**config.mk**
```make
export PLATFORM = sky130hd
export DESIGN_NAME = arf_eval_ctrl_flat
export DESIGN_NICKNAME = d
export VERILOG_FILES = /design/src/rtl/arf_pkg.sv /design/src/rtl/arf_eval_ctrl_if.sv /design/src/rtl/arf_err_stats.sv /design/src/rtl/arf_eval_ctrl.sv /design/src/flat_wrapper.sv
export SDC_FILE = /design/constraint.sdc
export NUM_CORES = 2
export LEC_CHECK = 0
export CORE_AREA = 4 4 391 393
export DETAILED_ROUTE_END_ITERATION = 8
export DIE_AREA = 0 0 395 397
export SLEW_MARGIN = 25
export SYNTH_ARGS = -nofsm -noshare
export SYNTH_HDL_FRONTEND = slang
export SYNTH_HIERARCHICAL = 1
export SYNTH_SLANG_ARGS = --single-unit
```
**constraint.sdc**
```tcl
create_clock -name clk -period 42.6 [get_ports clk]
set_input_delay 10.65 -clock clk [delete_from_list [all_inputs] [get_ports clk]]
set_output_delay 10.65 -clock clk [all_outputs]
set_load 0.05 [all_outputs]
```
**src/rtl/arf_pkg.sv**
```systemverilog
// Shared types and constants for the ARF evaluation controller.
// Operand and output word positions match the packing of the operand and result buses.
package arf_pkg;

  localparam int WORD    = 32;
  localparam int NUM_IN  = 10;
  localparam int NUM_OUT = 2;

  // Word positions inside in_data/dp_in: in_1_0 is word 0, in_14_1 is word 9
  localparam int IDX_IN_1_0  = 0;
  localparam int IDX_IN_2_0  = 1;
  localparam int IDX_IN_3_0  = 2;
  localparam int IDX_IN_4_0  = 3;
  localparam int IDX_IN_5_0  = 4;
  localparam int IDX_IN_6_0  = 5;
  localparam int IDX_IN_7_0  = 6;
  localparam int IDX_IN_8_0  = 7;
  localparam int IDX_IN_13_1 = 8;
  localparam int IDX_IN_14_1 = 9;

  localparam int OUT_27 = 0;
  localparam int OUT_28 = 1;

  typedef enum logic [1:0] {
    IDLE,
    SETTLE,
    RESULT
  } state_t;

  // Two's-complement magnitude; the most negative value clamps to the largest positive value
  function automatic logic [WORD-1:0] abs_sat(input logic [WORD-1:0] d);
    logic [WORD-1:0] mag;
    if (!d[WORD-1]) begin
      mag = d;
    end else if (d == {1'b1, {(WORD-1){1'b0}}}) begin
      mag = {1'b0, {(WORD-1){1'b1}}};
    end else begin
      mag = ~d + WORD'(1);
    end
    return mag;
  endfunction

endpackage

```
**src/rtl/arf_eval_ctrl_if.sv**
```systemverilog
// Sample-in / result-out handshake bundle of the ARF evaluation controller.
// master is the sample producer and result consumer; slave is the controller.
interface arf_eval_ctrl_if;
  import arf_pkg::*;

  logic                      in_valid;
  logic                      in_ready;
  logic [NUM_IN*WORD-1:0]    in_data;
  logic                      res_valid;
  logic                      res_ready;
  logic [NUM_OUT*WORD-1:0]   res_acc;
  logic [NUM_OUT*WORD-1:0]   res_diff;

  modport master (
    output in_valid, in_data, res_ready,
    input  in_ready, res_valid, res_acc, res_diff
  );

  modport slave (
    input  in_valid, in_data, res_ready,
    output in_ready, res_valid, res_acc, res_diff
  );

endinterface

```
**src/rtl/arf_err_stats.sv**
```systemverilog
// Running error statistics for the approximation study: peak |d|, saturating sum of |d|, sample count.
// Statistics move only on a capture pulse; a clear on the same edge takes priority.
module arf_err_stats
  import arf_pkg::*;
#(
  parameter int SUM_W = 48,
  parameter int CNT_W = 16
) (
  input  logic                    clk,
  input  logic                    rst,
  input  logic                    capture_i,
  input  logic                    clear_i,
  input  logic [NUM_OUT*WORD-1:0] diff_i,
  output logic [WORD-1:0]         err_max_o,
  output logic [SUM_W-1:0]        err_sum_o,
  output logic [CNT_W-1:0]        sample_cnt_o
);

  logic [WORD-1:0]  errMax_q, errMax_d;
  logic [SUM_W-1:0] errSum_q, errSum_d;
  logic [CNT_W-1:0] sampleCnt_q, sampleCnt_d;

  logic [WORD-1:0]  mag27, mag28, peak;
  logic [SUM_W:0]   sumWide;

  // One spare bit on the sum exposes the carry used for saturation
  always_comb begin
    mag27   = abs_sat(diff_i[OUT_27*WORD +: WORD]);
    mag28   = abs_sat(diff_i[OUT_28*WORD +: WORD]);
    peak    = (mag27 > mag28) ? mag27 : mag28;
    sumWide = {1'b0, errSum_q} + (SUM_W+1)'(mag27) + (SUM_W+1)'(mag28);

    errMax_d    = errMax_q;
    errSum_d    = errSum_q;
    sampleCnt_d = sampleCnt_q;
    if (clear_i) begin
      errMax_d    = '0;
      errSum_d    = '0;
      sampleCnt_d = '0;
    end else if (capture_i) begin
      errMax_d    = (peak > errMax_q) ? peak : errMax_q;
      errSum_d    = sumWide[SUM_W] ? {SUM_W{1'b1}} : sumWide[SUM_W-1:0];
      sampleCnt_d = sampleCnt_q + CNT_W'(1);
    end
  end

  always_ff @(posedge clk or posedge rst) begin
    if (rst) begin
      errMax_q    <= '0;
      errSum_q    <= '0;
      sampleCnt_q <= '0;
    end else begin
      errMax_q    <= errMax_d;
      errSum_q    <= errSum_d;
      sampleCnt_q <= sampleCnt_d;
    end
  end

  assign err_max_o    = errMax_q;
  assign err_sum_o    = errSum_q;
  assign sample_cnt_o = sampleCnt_q;

endmodule

```
**src/rtl/arf_eval_ctrl.sv**
```systemverilog
// Sequencer for the approximate/accurate ARF datapath pair: launches one sample, waits a fixed
// settle time, captures both output pairs and returns accurate results with var-acc differences.
module arf_eval_ctrl
  import arf_pkg::*;
#(
  parameter int SETTLE_CYCLES = 4,
  parameter int SUM_W         = 48,
  parameter int CNT_W         = 16
) (
  input  logic                    clk,
  input  logic                    rst,
  arf_eval_ctrl_if.slave          bus,
  output logic [NUM_IN*WORD-1:0]  dp_in_o,
  input  logic [NUM_OUT*WORD-1:0] dp_var_i,
  input  logic [NUM_OUT*WORD-1:0] dp_acc_i,
  input  logic                    clear_stats_i,
  output logic [WORD-1:0]         err_max_o,
  output logic [SUM_W-1:0]        err_sum_o,
  output logic [CNT_W-1:0]        sample_cnt_o
);

  localparam int CNT_BITS = (SETTLE_CYCLES > 1) ? $clog2(SETTLE_CYCLES) : 1;
  localparam logic [CNT_BITS-1:0] CNT_LOAD = CNT_BITS'(SETTLE_CYCLES - 1);

  state_t                  state_q, state_d;
  logic [CNT_BITS-1:0]     cnt_q, cnt_d;
  logic                    inReady_q, inReady_d;
  logic                    resValid_q, resValid_d;
  logic [NUM_IN*WORD-1:0]  dpIn_q, dpIn_d;
  logic [NUM_OUT*WORD-1:0] resAcc_q, resAcc_d;
  logic [NUM_OUT*WORD-1:0] resDiff_q, resDiff_d;
  logic                    capture;
  logic [NUM_OUT*WORD-1:0] diff;

  assign diff[OUT_27*WORD +: WORD] = dp_var_i[OUT_27*WORD +: WORD] - dp_acc_i[OUT_27*WORD +: WORD];
  assign diff[OUT_28*WORD +: WORD] = dp_var_i[OUT_28*WORD +: WORD] - dp_acc_i[OUT_28*WORD +: WORD];

  // in_ready is registered so it stays low while reset is held and rises on the first clean edge
  always_comb begin
    state_d    = state_q;
    cnt_d      = cnt_q;
    resValid_d = resValid_q;
    dpIn_d     = dpIn_q;
    resAcc_d   = resAcc_q;
    resDiff_d  = resDiff_q;
    capture    = 1'b0;

    case (state_q)
      IDLE: begin
        if (bus.in_valid && inReady_q) begin
          dpIn_d  = bus.in_data;
          cnt_d   = CNT_LOAD;
          state_d = SETTLE;
        end
      end
      SETTLE: begin
        if (cnt_q == '0) begin
          capture    = 1'b1;
          resAcc_d   = dp_acc_i;
          resDiff_d  = diff;
          resValid_d = 1'b1;
          state_d    = RESULT;
        end else begin
          cnt_d = cnt_q - CNT_BITS'(1);
        end
      end
      RESULT: begin
        if (bus.res_ready) begin
          resValid_d = 1'b0;
          state_d    = IDLE;
        end
      end
      default: state_d = IDLE;
    endcase

    inReady_d = (state_d == IDLE);
  end

  always_ff @(posedge clk or posedge rst) begin
    if (rst) begin
      state_q    <= IDLE;
      cnt_q      <= '0;
      inReady_q  <= 1'b0;
      resValid_q <= 1'b0;
      dpIn_q     <= '0;
      resAcc_q   <= '0;
      resDiff_q  <= '0;
    end else begin
      state_q    <= state_d;
      cnt_q      <= cnt_d;
      inReady_q  <= inReady_d;
      resValid_q <= resValid_d;
      dpIn_q     <= dpIn_d;
      resAcc_q   <= resAcc_d;
      resDiff_q  <= resDiff_d;
    end
  end

  assign bus.in_ready  = inReady_q;
  assign bus.res_valid = resValid_q;
  assign bus.res_acc   = resAcc_q;
  assign bus.res_diff  = resDiff_q;
  assign dp_in_o       = dpIn_q;

  arf_err_stats #(
    .SUM_W (SUM_W),
    .CNT_W (CNT_W)
  ) u_stats (
    .clk          (clk),
    .rst          (rst),
    .capture_i    (capture),
    .clear_i      (clear_stats_i),
    .diff_i       (diff),
    .err_max_o    (err_max_o),
    .err_sum_o    (err_sum_o),
    .sample_cnt_o (sample_cnt_o)
  );

endmodule

```
**src/flat_wrapper.sv**
```systemverilog
// flat-port wrapper written by rule: the top's interface ports become plain ports
module arf_eval_ctrl_flat import arf_pkg::*;
#(
  parameter int SETTLE_CYCLES = 4,
  parameter int SUM_W         = 48,
  parameter int CNT_W         = 16
)
  (clk, rst, dp_in_o, dp_var_i, dp_acc_i, clear_stats_i, err_max_o, err_sum_o, sample_cnt_o, bus_in_valid, bus_in_data, bus_res_ready, bus_in_ready, bus_res_valid, bus_res_acc, bus_res_diff);
  arf_eval_ctrl_if bus_i ();
  input  logic clk;
  input  logic rst;
  output logic [NUM_IN*WORD-1:0] dp_in_o;
  input  logic [NUM_OUT*WORD-1:0] dp_var_i;
  input  logic [NUM_OUT*WORD-1:0] dp_acc_i;
  input  logic clear_stats_i;
  output logic [WORD-1:0] err_max_o;
  output logic [SUM_W-1:0] err_sum_o;
  output logic [CNT_W-1:0] sample_cnt_o;
  input wire logic [$bits(bus_i.in_valid)-1:0] bus_in_valid;
  input wire logic [$bits(bus_i.in_data)-1:0] bus_in_data;
  input wire logic [$bits(bus_i.res_ready)-1:0] bus_res_ready;
  output wire logic [$bits(bus_i.in_ready)-1:0] bus_in_ready;
  output wire logic [$bits(bus_i.res_valid)-1:0] bus_res_valid;
  output wire logic [$bits(bus_i.res_acc)-1:0] bus_res_acc;
  output wire logic [$bits(bus_i.res_diff)-1:0] bus_res_diff;
  assign bus_i.in_valid = bus_in_valid;
  assign bus_i.in_data = bus_in_data;
  assign bus_i.res_ready = bus_res_ready;
  assign bus_in_ready = bus_i.in_ready;
  assign bus_res_valid = bus_i.res_valid;
  assign bus_res_acc = bus_i.res_acc;
  assign bus_res_diff = bus_i.res_diff;
  arf_eval_ctrl #(.SETTLE_CYCLES(SETTLE_CYCLES), .SUM_W(SUM_W), .CNT_W(CNT_W)) u_core (.clk(clk), .rst(rst), .bus(bus_i), .dp_in_o(dp_in_o), .dp_var_i(dp_var_i), .dp_acc_i(dp_acc_i), .clear_stats_i(clear_stats_i), .err_max_o(err_max_o), .err_sum_o(err_sum_o), .sample_cnt_o(sample_cnt_o));
endmodule
```
# --- Yosys cells after proc, flatten, opt, wreduce, memory -nomap -nowiden ---
# Cells that the tools add are included.
op_classes:
  add_sub_neg: 8
  order_cmp: 2
  n_eq_ne: 8
  mux: 25
  n_bitwise: 2
  n_reduce_logical: 13
ops:
  columns: ["op", "count"]
  rows:
  - ["$mux W32", 8]
  - ["$mux W48", 3]
  - ["$add A32 B1 Y32 const B", 2]
  - ["$eq A32 B32 Y1 const B", 2]
  - ["$gt A32 B32 Y1", 2]
  - ["$not A32 Y32", 2]
  - ["$sub A32 B32 Y32", 2]
  - ["$add A48 B32 Y49", 1]
  - ["$add A49 B32 Y49", 1]
  - ["$mux W16", 2]
  - ["$add A16 B1 Y16 const B", 1]
  - ["$mux W2", 5]
  - ["$reduce_bool A2 Y1", 4]
  - ["$logic_not A2 Y1", 3]
  - ["$pmux W2 S3", 1]
  - ["$reduce_and A2 Y1", 3]
  - ["$reduce_and A3 Y1", 2]
  - ["$mux W1", 4]
  - ["$ne A2 B1 Y1 const B", 2]
  - ["$ne A2 B2 Y1 const B", 2]
  - ["$pmux W2 S2", 1]
  - ["$eq A2 B1 Y1 const B", 1]
  - ["$eq A2 B2 Y1 const B", 1]
  - ["$pmux W1 S2", 1]
  - ["2 further kinds", 2]
word_totals:
  reg_bits: 550

# --- Longest topological paths before layout ---
depth:
  ltp_word: 11
  depth_mapped: 42
  mapped_depth_nobuf: 38

# --- Modules after synthesis ---
# The synthesis kept the hierarchy.
modules_own_cells:
  columns: ["mod", "instances", "cells_per_inst", "area_each_um2"]
  rows:
  - ["arf_eval_ctrl", 1, 1651, 20348.3]
  - ["arf_err_stats", 1, 1218, 10224.8]

# --- Least setup slack after synthesis ---
# OpenSTA, ideal clock, no wires.
synth_path:
  path_type: "input-to-reg"
  start: "in dp_var_i[32]"
  end: "reg u_core.u_stats.errMax_q[2] (netlist: u_core/u_stats/err_max_o[2])"
  setup_time_ns: 0.104
  arrival_ns: 18.711
  path_slack_ns: 23.785
  path_stages: 37
  path_cell_list: "inv_1 ha_1 fa_1 nand2b_1 a21oi_1 o21ai_0 nand2b_1 a31oi_1 xnor2_1 or4_1 or4_1 or4_1 or2_1 clkbuf_1 o31a_1 a21oi_1 inv_1 ha_1 nand4_1 nor4_1 and2_1 nand3_1 or4_1 o21ai_1 buf_6 mux2_2 ha_1 nand3_1 nor3_1 and3_1 nand3_1 a211oi_1 nor3_1 or2_1 clkbuf_1 or4_1 o311ai_1"
synth_between:
  elab_chain_cells: 10
synth_lines:
  columns: ["element", "line_no", "text"]
  rows:
  - ["start, declared", "flat_wrapper.sv:13", "input logic [NUM_OUT*WORD-1:0] dp_var_i;"]
  - ["$sub A32 B32 Y32 *", "arf_eval_ctrl.sv:36", "assign diff[OUT_28*WORD +: WORD] = dp_var_i[OUT_28*WORD +: WORD] - dp_acc_i[OUT_28*WORD +: WORD];"]
  - ["named net u_core.diff[40]", "arf_eval_ctrl.sv:33", "logic [NUM_OUT*WORD-1:0] diff;"]
  - ["$not A32 Y32", "arf_pkg.sv:38", "mag = ~d + WORD'(1);"]
  - ["$add A32 B1 Y32", "arf_pkg.sv:38", null]
  - ["$mux W32", "arf_pkg.sv:35", "end else if (d == {1'b1, {(WORD-1){1'b0}}}) begin"]
  - ["$mux W32 *", "arf_pkg.sv:33", "if (!d[WORD-1]) begin"]
  - ["$gt A32 B32 Y1", "arf_err_stats.sv:30", "peak = (mag27 > mag28) ? mag27 : mag28;"]
  - ["$mux W32 *", "arf_err_stats.sv:30", null]
  - ["$gt A32 B32 Y1 or $mux W32 (tied branches)", "arf_err_stats.sv:41", "errMax_d = (peak > errMax_q) ? peak : errMax_q;"]
  - ["$reduce_bool A2 Y1 (no line) or $mux W32 (tied branches)", null, null]
  - ["$reduce_and A2 Y1 (no line) or $mux W32 (tied branches)", null, null]
  - ["end signal, assigned", "arf_err_stats.sv:53", "errMax_q <= errMax_d;"]
  - ["end, declared", "arf_err_stats.sv:19", "logic [WORD-1:0] errMax_q, errMax_d;"]
# Mark *: on every way through the listed nets, which the timed path passes. The rest lies on a longest branch. The select of a mux whose other input is x is not followed.
# A chain may end at the register's enable or synchronous reset.

# --- Worst setup path in the final report ---
layout_path:
  start: "in dp_acc_i[0]"
  end: "reg u_core.u_stats.errMax_q[5] (netlist: u_core/u_stats/err_max_o[5])"
layout_between:
  elab_chain_cells: 10
layout_lines:
  columns: ["element", "line_no", "text"]
  rows:
  - ["start, declared", "flat_wrapper.sv:14", "input logic [NUM_OUT*WORD-1:0] dp_acc_i;"]
  - ["$sub A32 B32 Y32 *", "arf_eval_ctrl.sv:35", "assign diff[OUT_27*WORD +: WORD] = dp_var_i[OUT_27*WORD +: WORD] - dp_acc_i[OUT_27*WORD +: WORD];"]
  - ["named net u_core.diff[16]", "arf_eval_ctrl.sv:33", null]
  - ["$not A32 Y32", "arf_pkg.sv:38", null]
  - ["$add A32 B1 Y32", "arf_pkg.sv:38", null]
  - ["$mux W32", "arf_pkg.sv:35", null]
  - ["$mux W32 *", "arf_pkg.sv:33", null]
  - ["$gt A32 B32 Y1", "arf_err_stats.sv:30", null]
  - ["$mux W32 *", "arf_err_stats.sv:30", null]
  - ["$gt A32 B32 Y1 or $mux W32 (tied branches)", "arf_err_stats.sv:41", null]
  - ["$reduce_bool A2 Y1 (no line) or $mux W32 (tied branches)", null, null]
  - ["$reduce_and A2 Y1 (no line) or $mux W32 (tied branches)", null, null]
# Marks and branches as above.

==> metrics.cfg <==
[logic_synthesis]
syn_area_per_cell_um2=10.7
ys_seq_area_share_pct=45.0
synth_top_cell_by_area=dfrtp_1
ys_warn_count=6
synth_top_cell_area_share_pct=45.0
synthCells=2869
async_flop_share_pct=100
yosys-top-cells-area=dfrtp_1 (45%), mux2_2 (13%), ha_1 (6.5%)
synth_edf_count=0
synth_cell_types=101
synth.most_common_cell=dfrtp_1
synth_nets=3517
syn_area_mm2=0.0306
synth_seq_cells=550
synth_ff_type=dfrtp_1
synth_common_cells=dfrtp_1 (550), mux2_2 (359), inv_1 (237), nand2_1 (232), ha_1 (160)

[placement]
place_congestion=0.988
io_buffers=998
hpwl_mm=136
dpl_cell_area_mm2=0.0428

[setup_path]
critical_path_class=input port to register
r2r_setup_slack_ns=37.99
start_kind=input port
critical-path-max-stage-delay_ns=0.73
rr_worst_depth=15
critPathCaptureType=register
path_common_cell=nor2_1
cp.arrival_ns=21.24
r2r-start=u_core/u_stats/err_sum_o[1]$_DFFE_PP0P_
worstPathMaxFanout=26
worst_path_max_delay_cell=mux2i_1
cp_data_required_time_ns=43.14
timing.rr.end=u_core/u_stats/err_sum_o[37]$_DFFE_PP0P_

[grt]
grt_use_total_pct=19.8
antenna_found_initial=61
grt_max_degree=126
grt_pass1_vias=27300
grt_pass1_wl_mm=220
overflow=0

[power]
p_leak_nw=19.2
p_per_area_mw_per_mm2=90.9
peakVddDrop_v=0.0000684
power_w=0.00413

[sta]
rsz0062_at_grt=no
max_freq_mhz=48.3
hold_viol_final=0
finalSetupViolations=0
slew_headroom_pct=28.0
min_period_over_period_pct=48.6
worstMarginPinSlew_ns=1.08
final_max_slew_viol_count=0
fin_skew_ns=0.0382
final.setup.tns_ns=0
period_needed_ns=20.70

[clock_tree]
clk_pin_slew_worst_paths_ns=0.06
htree_levels=3
hold_buffers=0
cts_tree=built
cts_root_buf=clkbuf_16
cts_buffer_depth=3
clk_latency_ns=0.67
cts_setup_buffers=0
cts_sinks=550
cts_resized=0
numCtsBuffers=72

[run]
drv_cap=0

[die]
fp.dieH_um=397
die_area_mm2=0.157
start_util_pct=20.5
rows=142
die_w_um=395
ios=999
coreArea_mm2=0.149

[route]
remaining_drc_errors=0
num_vias=26900
firstDrtPassIters=5
routed_via_density=4.53
finalWirelength_mm=162
ant_nets=0
wl_per_cell_um=27.3
drt_iter0_drc=1689

[worst_hold_path]
whs_path_depth=1
hp-class=register to register
worstHoldEndpoint=u_core/cnt_q[0]$_DFFE_PP0P_
min-delay-start=u_core/cnt_q[0]$_DFFE_PP0P_

[cells_and_area]
final_nets=4489
drive_gt1_share_pct=14.5
area_growth_pct=48.5
nFillCells=15500
design_area_mm2=0.0454

[outcome]
status=finished clean

[placed cells by master, fill, tap and decap left out, drive strengths merged, types with 76 or more instances in the layout]
cell	count
nand2	232
nor2	155
mux2	370
inv	241
a21oi	118
dfrtp	550
clkdlybuf4s50	991
o21ai	156
xnor2	76
ha	160
clkbuf	100
[worst max-delay path by stage]
stage	endpoint	slack [ns]	startpoint	cells after the start
CTS	u_core/u_stats/err_max_o[6]$_DFFE_PP0P_	22.07	dp_acc_i[0]	36
finish	u_core/u_stats/err_max_o[5]$_DFFE_PP0P_	21.90	dp_acc_i[0]	36
global route	u_core/u_stats/err_max_o[8]$_DFFE_PP0P_	21.48	dp_acc_i[0]	36
global placement	u_core/u_stats/err_max_o[9]$_DFFE_PP0P_	21.39	dp_acc_i[0]	36
detailed placement	u_core/u_stats/err_max_o[6]$_DFFE_PP0P_	21.34	dp_acc_i[0]	36
floorplan	u_core/bus.in_ready$_DFF_PP0_	19.29	rst	1
[metrics by stage]
step | worst slack (ns) | utilization, % | hold WS [ns] | instances
floorplan | 19.29 | - | 0.440 | 2869
global placement | 21.39 | 28.7 | 0.458 | 5782
detailed placement | 21.34 | 28.7 | 0.469 | 5782
CTS | 22.07 | 30.3 | 0.477 | 5909
global route | 21.48 | 30.4 | 0.488 | 5913
finish | 21.90 | 30.4 | 0.471 | 5931
[flip-flops by register name, summed over array words and instances, names as in the netlist]
| signal | cells |
|---|---|
| u_core/bus.res_diff | 64 |
| u_core/state_q | 2 |
| u_core/bus.in_ready | 1 |
| u_core/u_stats/err_max_o | 32 |
| u_core/bus.res_valid | 1 |
| u_core/cnt_q | 2 |
| u_core/u_stats/sample_cnt_o | 16 |
| u_core/u_stats/err_sum_o | 48 |
| u_core/dp_in_o | 320 |
| u_core/bus.res_acc | 64 |
[worst max-delay path, delay by kind of cell]
family	cells	cell delay, ns
adders and majority gates	4	1.30
buffers and inverters	3	1.25
and+or+nand+nor	19	4.82
AOI/OAI and AO/OA	7	1.90
xor gates and xnor gates	1	0.15
muxes	2	1.12
[cell families (layout without fill, tap and decap cells)]
family | Yosys count | count (layout) | synth area share, %
fa+ha+maj | 196 | 196 | 8.88
flops | 550 | 550 | 45.0
xor+xnor | 144 | 144 | 4.13
simple gates | 636 | 636 | 9.97
other cells | 0 | 21 | 0
buf+inv | 370 | 1395 | 4.68
mux | 395 | 395 | 14.5
compound gates | 578 | 578 | 12.9
[layer usage]
| metal | vias up | GRT usage, % | share of wire (%) |
|---|---|---|---|
| met5 | - | 0 | 0.28 |
| met4 | 70 | 10.3 | 5.8 |
| met3 | 286 | 7.47 | 9.0 |
| met2 | 1067 | 33.9 | 49 |
| met1 | 13400 | 21.4 | 36 |
| li1 | 12100 | - | - |
[report_power, final]
part	total [W]	internal [W]	switching, W
Sequential	0.000902	0.000753	0.000149
Combinational	0.00258	0.000883	0.00170
Clock	0.000648	0.000382	0.000266
[final cells by class]
class	instances	area [um2]	share of cell area [%]
Multi-Input combinational cell	1949	15400	34.0
Sequential cell	550	13800	30.3
Timing Repair Buffer	1029	10200	22.5
Tap cell	2016	2520	5.56
Clock buffer	100	2080	4.58
Inverter	239	910	2.00
Clock inverter	27	435	0.959
Antenna cell	21	52.6	0.116
No activity file was read; power rests on OpenSTA's default activity.
